`config.mk`:
```
export PLATFORM = sky130hd
export DESIGN_NAME = datapath_sequencer
export DESIGN_NICKNAME = d
export VERILOG_FILES = /design/src/rtl/datapath_sequencer_pkg.sv /design/src/rtl/datapath_op_decode.sv /design/src/rtl/datapath_sequencer.sv
export SDC_FILE = /design/constraint.sdc
export NUM_CORES = 1
export LEC_CHECK = 0
export CORE_MARGIN = 2
export CORE_UTILIZATION = 32
export DETAILED_ROUTE_END_ITERATION = 7
export PLACE_DENSITY_LB_ADDON = 0.3
export SYNTH_ARGS = -nofsm -noshare
export SYNTH_HDL_FRONTEND = slang
export SYNTH_SLANG_ARGS = --single-unit
```
`constraint.sdc`:
```
create_clock -name clk -period 1.48 [get_ports clk]
set_input_delay 0.222 -clock clk [delete_from_list [all_inputs] [get_ports clk]]
set_output_delay 0.222 -clock clk [all_outputs]
set_load 0.005 [all_outputs]
```
`src/rtl/datapath_sequencer_pkg.sv`:
```
// rtl/datapath_sequencer_pkg.sv - shared codes, opcodes, ALU ops and states for the sequencer
//
// Purpose: single source of truth for the Datapath register/source codes, the IR opcode
// values, the ALU control values and the sequencer state encoding.
// Ports: none (package).

package datapath_sequencer_pkg;

  // Control steps: fetch is T0-T2, execute is T3-T5.
  typedef enum logic [2:0] {
    ST_IDLE,
    ST_T0,
    ST_T1,
    ST_T2,
    ST_T3,
    ST_T4,
    ST_T5,
    ST_HALTED
  } state_t;

  // Register / bus source codes (R0-R15 are codes 0-15).
  localparam logic [4:0] CODE_ZLO = 5'd19;
  localparam logic [4:0] CODE_PC  = 5'd20;
  localparam logic [4:0] CODE_MDR = 5'd21;
  localparam logic [4:0] CODE_IR  = 5'd23;
  localparam logic [4:0] CODE_Z   = 5'd24;
  localparam logic [4:0] CODE_MAR = 5'd25;
  localparam logic [4:0] CODE_Y   = 5'd27;

  // IR opcode field values.
  localparam logic [4:0] OP_ADD  = 5'b00011;
  localparam logic [4:0] OP_SUB  = 5'b00100;
  localparam logic [4:0] OP_AND  = 5'b00101;
  localparam logic [4:0] OP_OR   = 5'b00110;
  localparam logic [4:0] OP_SHR  = 5'b00111;
  localparam logic [4:0] OP_SHL  = 5'b01000;
  localparam logic [4:0] OP_HALT = 5'b11111;

  // ALU control values driven on Control_Signals.
  localparam logic [3:0] ALU_NONE = 4'd0;
  localparam logic [3:0] ALU_ADD  = 4'd1;
  localparam logic [3:0] ALU_SUB  = 4'd2;
  localparam logic [3:0] ALU_AND  = 4'd3;
  localparam logic [3:0] ALU_OR   = 4'd4;
  localparam logic [3:0] ALU_SHR  = 4'd5;
  localparam logic [3:0] ALU_SHL  = 4'd6;

  // Turns a 5-bit register/source code into its one-hot enable/select bit.
  function automatic logic [31:0] onehot32(input logic [4:0] code);
    return 32'd1 << code;
  endfunction

endpackage

```
`src/rtl/datapath_op_decode.sv`:
```
// rtl/datapath_op_decode.sv - combinational opcode decoder for the sequencer
//
// Purpose: maps the IR opcode field to an ALU control value and classifies it.
// Ports:
//   opcode_i  in  5  IR[31:27]
//   alu_op_o  out 4  ALU control value (ALU_NONE when not an ALU instruction)
//   legal_o   out 1  opcode is a 3-register ALU instruction
//   halt_o    out 1  opcode is HALT

module datapath_op_decode
  import datapath_sequencer_pkg::*;
(
  input  logic [4:0] opcode_i,
  output logic [3:0] alu_op_o,
  output logic       legal_o,
  output logic       halt_o
);

  always_comb begin
    alu_op_o = ALU_NONE;
    legal_o  = 1'b1;
    halt_o   = 1'b0;
    unique case (opcode_i)
      OP_ADD:  alu_op_o = ALU_ADD;
      OP_SUB:  alu_op_o = ALU_SUB;
      OP_AND:  alu_op_o = ALU_AND;
      OP_OR:   alu_op_o = ALU_OR;
      OP_SHR:  alu_op_o = ALU_SHR;
      OP_SHL:  alu_op_o = ALU_SHL;
      OP_HALT: begin
        legal_o = 1'b0;
        halt_o  = 1'b1;
      end
      default: legal_o = 1'b0;
    endcase
  end

endmodule

```
`src/rtl/datapath_sequencer.sv`:
```
// rtl/datapath_sequencer.sv - hardwired fetch/execute control-step sequencer for the Datapath
//
// Purpose: steps T0-T5 for 3-register ALU instructions and drives the Datapath controls.
// Ports:
//   clk             in   1      rising-edge clock
//   clr             in   1      asynchronous active-low reset
//   run             in   1      start/continue sequencing from IDLE
//   ir              in   32     IR contents, valid from T3
//   mem_ready       in   1      memory data valid on MDataIn
//   enable          out  32     one-hot register load enables
//   busSelect       out  32     one-hot bus source select (0 = idle bus)
//   MR_Read         out  1      MDR loads from MDataIn
//   inc_pc          out  1      PC loads PC+1
//   Control_Signals out  4      ALU op
//   busy            out  1      sequencing an instruction
//   illegal         out  1      undecodable opcode seen in T3
//   mem_err         out  1      T1 memory wait timed out
//   instr_count     out  CNT_W  retired instruction count (wraps)

module datapath_sequencer
  import datapath_sequencer_pkg::*;
#(
  parameter int WAIT_MAX = 15,
  parameter int CNT_W    = 16
) (
  input  logic             clk,
  input  logic             clr,
  input  logic             run,
  input  logic [31:0]      ir,
  input  logic             mem_ready,
  output logic [31:0]      enable,
  output logic [31:0]      busSelect,
  output logic             MR_Read,
  output logic             inc_pc,
  output logic [3:0]       Control_Signals,
  output logic             busy,
  output logic             illegal,
  output logic             mem_err,
  output logic [CNT_W-1:0] instr_count
);

  // wait_cnt counts T1 cycles already spent without ready: 0 .. WAIT_MAX-1.
  localparam int WAIT_W = (WAIT_MAX < 2) ? 1 : $clog2(WAIT_MAX);
  localparam logic [WAIT_W-1:0] WAIT_LAST = WAIT_W'(WAIT_MAX - 1);

  state_t             state_q, state_d;
  logic [WAIT_W-1:0]  wait_cnt_q, wait_cnt_d;
  logic [CNT_W-1:0]   instr_cnt_q, instr_cnt_d;

  logic [3:0] alu_op;
  logic       op_legal;
  logic       op_halt;
  logic       unused_ir;

  assign unused_ir = ^ir[14:0];

  datapath_op_decode u_decode (
    .opcode_i (ir[31:27]),
    .alu_op_o (alu_op),
    .legal_o  (op_legal),
    .halt_o   (op_halt)
  );

  always_ff @(posedge clk or negedge clr) begin
    if (!clr) begin
      state_q     <= ST_IDLE;
      wait_cnt_q  <= '0;
      instr_cnt_q <= '0;
    end else begin
      state_q     <= state_d;
      wait_cnt_q  <= wait_cnt_d;
      instr_cnt_q <= instr_cnt_d;
    end
  end

  always_comb begin
    state_d         = state_q;
    wait_cnt_d      = wait_cnt_q;
    instr_cnt_d     = instr_cnt_q;
    enable          = '0;
    busSelect       = '0;
    MR_Read         = 1'b0;
    inc_pc          = 1'b0;
    Control_Signals = ALU_NONE;
    illegal         = 1'b0;
    mem_err         = 1'b0;
    unique case (state_q)
      ST_IDLE: begin
        if (run) state_d = ST_T0;
      end
      ST_T0: begin
        busSelect  = onehot32(CODE_PC);
        enable     = onehot32(CODE_MAR) | onehot32(CODE_PC);
        inc_pc     = 1'b1;
        wait_cnt_d = '0;
        state_d    = ST_T1;
      end
      ST_T1: begin
        MR_Read = 1'b1;
        enable  = onehot32(CODE_MDR);
        if (mem_ready) begin
          state_d = ST_T2;
        end else if (wait_cnt_q == WAIT_LAST) begin
          // Last permitted wait cycle passed without data: abandon the fetch.
          mem_err = 1'b1;
          state_d = ST_IDLE;
        end else begin
          wait_cnt_d = wait_cnt_q + 1'b1;
        end
      end
      ST_T2: begin
        busSelect = onehot32(CODE_MDR);
        enable    = onehot32(CODE_IR);
        state_d   = ST_T3;
      end
      ST_T3: begin
        busSelect = onehot32({1'b0, ir[22:19]});
        if (op_halt) begin
          state_d = ST_HALTED;
        end else if (!op_legal) begin
          illegal = 1'b1;
          state_d = run ? ST_T0 : ST_IDLE;
        end else begin
          enable  = onehot32(CODE_Y);
          state_d = ST_T4;
        end
      end
      ST_T4: begin
        busSelect       = onehot32({1'b0, ir[18:15]});
        enable          = onehot32(CODE_Z);
        Control_Signals = alu_op;
        state_d         = ST_T5;
      end
      ST_T5: begin
        busSelect   = onehot32(CODE_ZLO);
        enable      = onehot32({1'b0, ir[26:23]});
        instr_cnt_d = instr_cnt_q + 1'b1;
        state_d     = run ? ST_T0 : ST_IDLE;
      end
      ST_HALTED: begin
        // Sticky until reset; run is ignored.
        state_d = ST_HALTED;
      end
      default: state_d = ST_IDLE;
    endcase
  end

  assign busy        = (state_q != ST_IDLE) && (state_q != ST_HALTED);
  assign instr_count = instr_cnt_q;

endmodule

```
==> summary.txt <==
Timing
  – Setup violators final: slightly above 60
  – Final hold vios: 0
  – Fin. max-slew vios: 0
  – Unrepaired setup endpoints after global routing: true
  – Min Clock Period, post-route: 1891 ps
  – Final period util: 127.8%
  – Skew final: 4.776 ps
  – Post-route worst setup slack: -410.9 ps
  – Peak Freq: about 530 MHz

Placed design
  – Detailed placer's ending HPWL: between 3 and 4 mm
  – Port bufs: 85
  – Placed Area: between 2000 and 3000 µm²
  – Routability Congestion: approximately 0.75
  – Placed insts: roughly 420
  – Pre-CTS WS: -823.6 ps

Logic synthesis
  – Share of Yosys cell area claimed by the top area cell type: between 30% and 40%
  – Ys async rst share: 100.0%
  – Cells after Synth: between 200 and 250
  – Post-synthesis average cell area: roughly 7.9 µm²
  – Top_reg_cell synth: dfrtp_1
  – Leading area contributor after synthesis: dfrtp_1
  – Seq/Total Area, Yosys: between 30% and 40%
  – Synthesized area: 1767 µm²
  – Yosys reg bits: 23
  – Synth Warn #: 0
  – Netlist cell types: 40
  – Post-synth EDFFs: 0
  – Synth area leaders: dfrtp_1 (33%), buf_4 (11%), nor2_1 (7.6%)

GRT
  – Tot GR Track Use: 18.35%
  – Initial antenna violation count: 0
  – Largest net degree at the start of global routing: 24
  – First-pass GRT wire length: between 9 and 10 mm
  – Remaining Overflow, GRT: 0
  – Vias in the first global route: 2106

Clocking
  – CTS max path bufs: 2
  – Root buffer cell: clkbuf_8
  – Hold buffer count at CTS: 0
  – Reg clk slew, reported paths: 80 ps
  – Worst skew pair latency: 270 ps
  – TritonCTS clock tree: built
  – # H-tree levels: 1
  – TritonCTS buffer count: 3
  – CTS Sinks: 23

Die
  – Die area: 6131 µm²
  – Rows: 27
  – Starting Density: approximately 33%
  – Die Y: 78.30 µm
  – CORE AREA: roughly 5400 µm²
  – # IOs: about 130
  – DIE WIDTH: just under 80 µm

Routing
  – Final wirelength: about 6.2 mm
  – Post-DRT Antenna Nets: 0
  – Routed WL per cell: 13.14 µm
  – Drt pass-1 iters: 4
  – Vias per inst: ~4.7
  – DRC: 0
  – Vias: around 2200
  – DR iter-0 viols: 111

Critical path
  – R2R Path End: wait_cnt_q[2]$_DFFE_PN0P_
  – Crit path DAT: 1670 ps
  – FF-to-FF setup slack: -340 ps
  – CP required: roughly 1300 ps
  – Critical Path Start: state_q[2]$_DFFE_PN0P_
  – CP Max Fanout: 4
  – Reg2reg start: state_q[2]$_DFFE_PN0P_
  – CP Launch Type: flip-flop
  – Crit path capture type: output pin
  – Setup Crit Path Kind: reg -> out
  – R2R cell count: 8

Outcome
  – Status: complete, but fails checks
  – Violated checks: setup timing

Power and ir drop
  – Power density over cell area: between 1000 and 1500 nW/µm²
  – Leakage: 1.883 nW
  – VDD IR-drop max: ~0.84 mV
  – Final Power: between 4 and 5 mW

Finish
  – Most common cell after layout, fill and taps aside: buf_4
  – Storage element area: between 500 and 600 µm²
  – Fin nets: between 400 and 500
  – ANT cells: 0
  – Final Util: 67.96%
  – Commonest cells after routing, fill and taps aside: buf_4 (58), buf_2 (45), buf_6 (31), conb_1 (24), clkdlybuf4s50_1 (22)
  – Area of the multi-input gates: between 1000 and 1500 µm²
  – Fin area: 3674 µm²
  – Fin cells: 470
  – Synth-to-Final Area Change: 107.9%
  – Share of cells above drive strength 1: 56.03%
  – Fillers: roughly 440

Min path
  – Hold crit path type: in -> async

Run
  – Max cap viols: 0
[metrics by stage]
| stage | TNS, ps | hold WS (ps) |
|---|---|---|
| 2_1_floorplan | -3.569 | -73.59 |
| 3_3_place_gp | -20970 | 464.8 |
| 3_5_place_dp | -21620 | 469.0 |
| 4_1_cts | -13710 | 317.2 |
| 5_1_grt | -19780 | 329.8 |
| 6_report | -14250 | 304.9 |
[critical path, stage by stage, from the launching register on]
cell and delay, ps:
dfrtp_2 440, buf_12 130, nand2_4 40, or3_4 360, nor4b_4 270, buf_2 150
[what timing repair did]
| item | 4_1_cts | 5_1_grt |
|---|---|---|
| gates resized for setup | 265 | 89 |
| cloned | 1 | 0 |
| setup endpoints to repair | 66 | 72 |
| buffers inserted | 31 | 20 |
| pin swaps | 39 | 30 |
[final cells by class]
type | count | share of cell area (%)
clock buffers | 3 | 1.124
clock inverters | 1 | 0.1362
flip-flops and latches | 23 | 15.84
inverters | 11 | 1.328
well taps | 72 | 2.452
repair buffers | 177 | 39.95
multi-input cells | 183 | 39.17
[routing by layer]
layer  vias to the layer above  routed length, µm  part of all wire [%]  global-route usage [%]
met1                      1052               2465                    40                   22.44
met5                         -                  0                     0                       0
met2                        82               3301                    53                   33.62
met3                        10                318                   5.1                   2.759
met4                         0                 91                   1.5                   4.561
li1                       1076                  -                     -                       -
[power by group]
group          switching, mW  internal [mW]  leakage [nW]
registers             0.0977          0.744         0.303
clock network          0.203          0.188        0.0255
logic                   1.41           1.70          1.55
total                   1.71           2.63          1.88
[flip-flops by register name, summed over array words and instances, names as in the netlist]
| name | flops |
|---|---|
| wait_cnt_q | 4 |
| state_q | 3 |
| instr_count | 16 |
[cells in the mapped netlist (5+ instances only)]
library cell and n:
buf_4 26, nand2b_1 5, nand4_1 5, xnor2_1 9, xor2_1 6, dfrtp_1 23
nor3_1 14, and3_1 5, nand2_1 20, nor2_1 36, o21ai_0 9, nand3_1 12
inv_1 10, a21oi_1 5
[logic make-up (layout without fill, tap and decap cells)]
logic type	Yosys count	in the layout	synth area share, %
adders and majority gates	3	3	2.125
AOI/OAI and AO/OA	29	29	11.05
DFF	23	23	32.58
buffers and inverters	42	192	15.01
xor gates and xnor gates	15	15	7.436
and+or+nand+nor	112	112	31.59
other	1	24	0.2123
[worst max-delay path by stage]
stage / slack [ps] / endpoint / cells after the start
2_1_floorplan: -4 / Control_Signals[0] / 5
3_3_place_gp: -840 / enable[27] / 5
3_5_place_dp: -820 / enable[27] / 5
4_1_cts: -450 / Control_Signals[0] / 5
5_1_grt: -470 / enable[14] / 8
6_report: -410 / Control_Signals[0] / 5
Note: power is estimated with default switching activity, not from simulation.
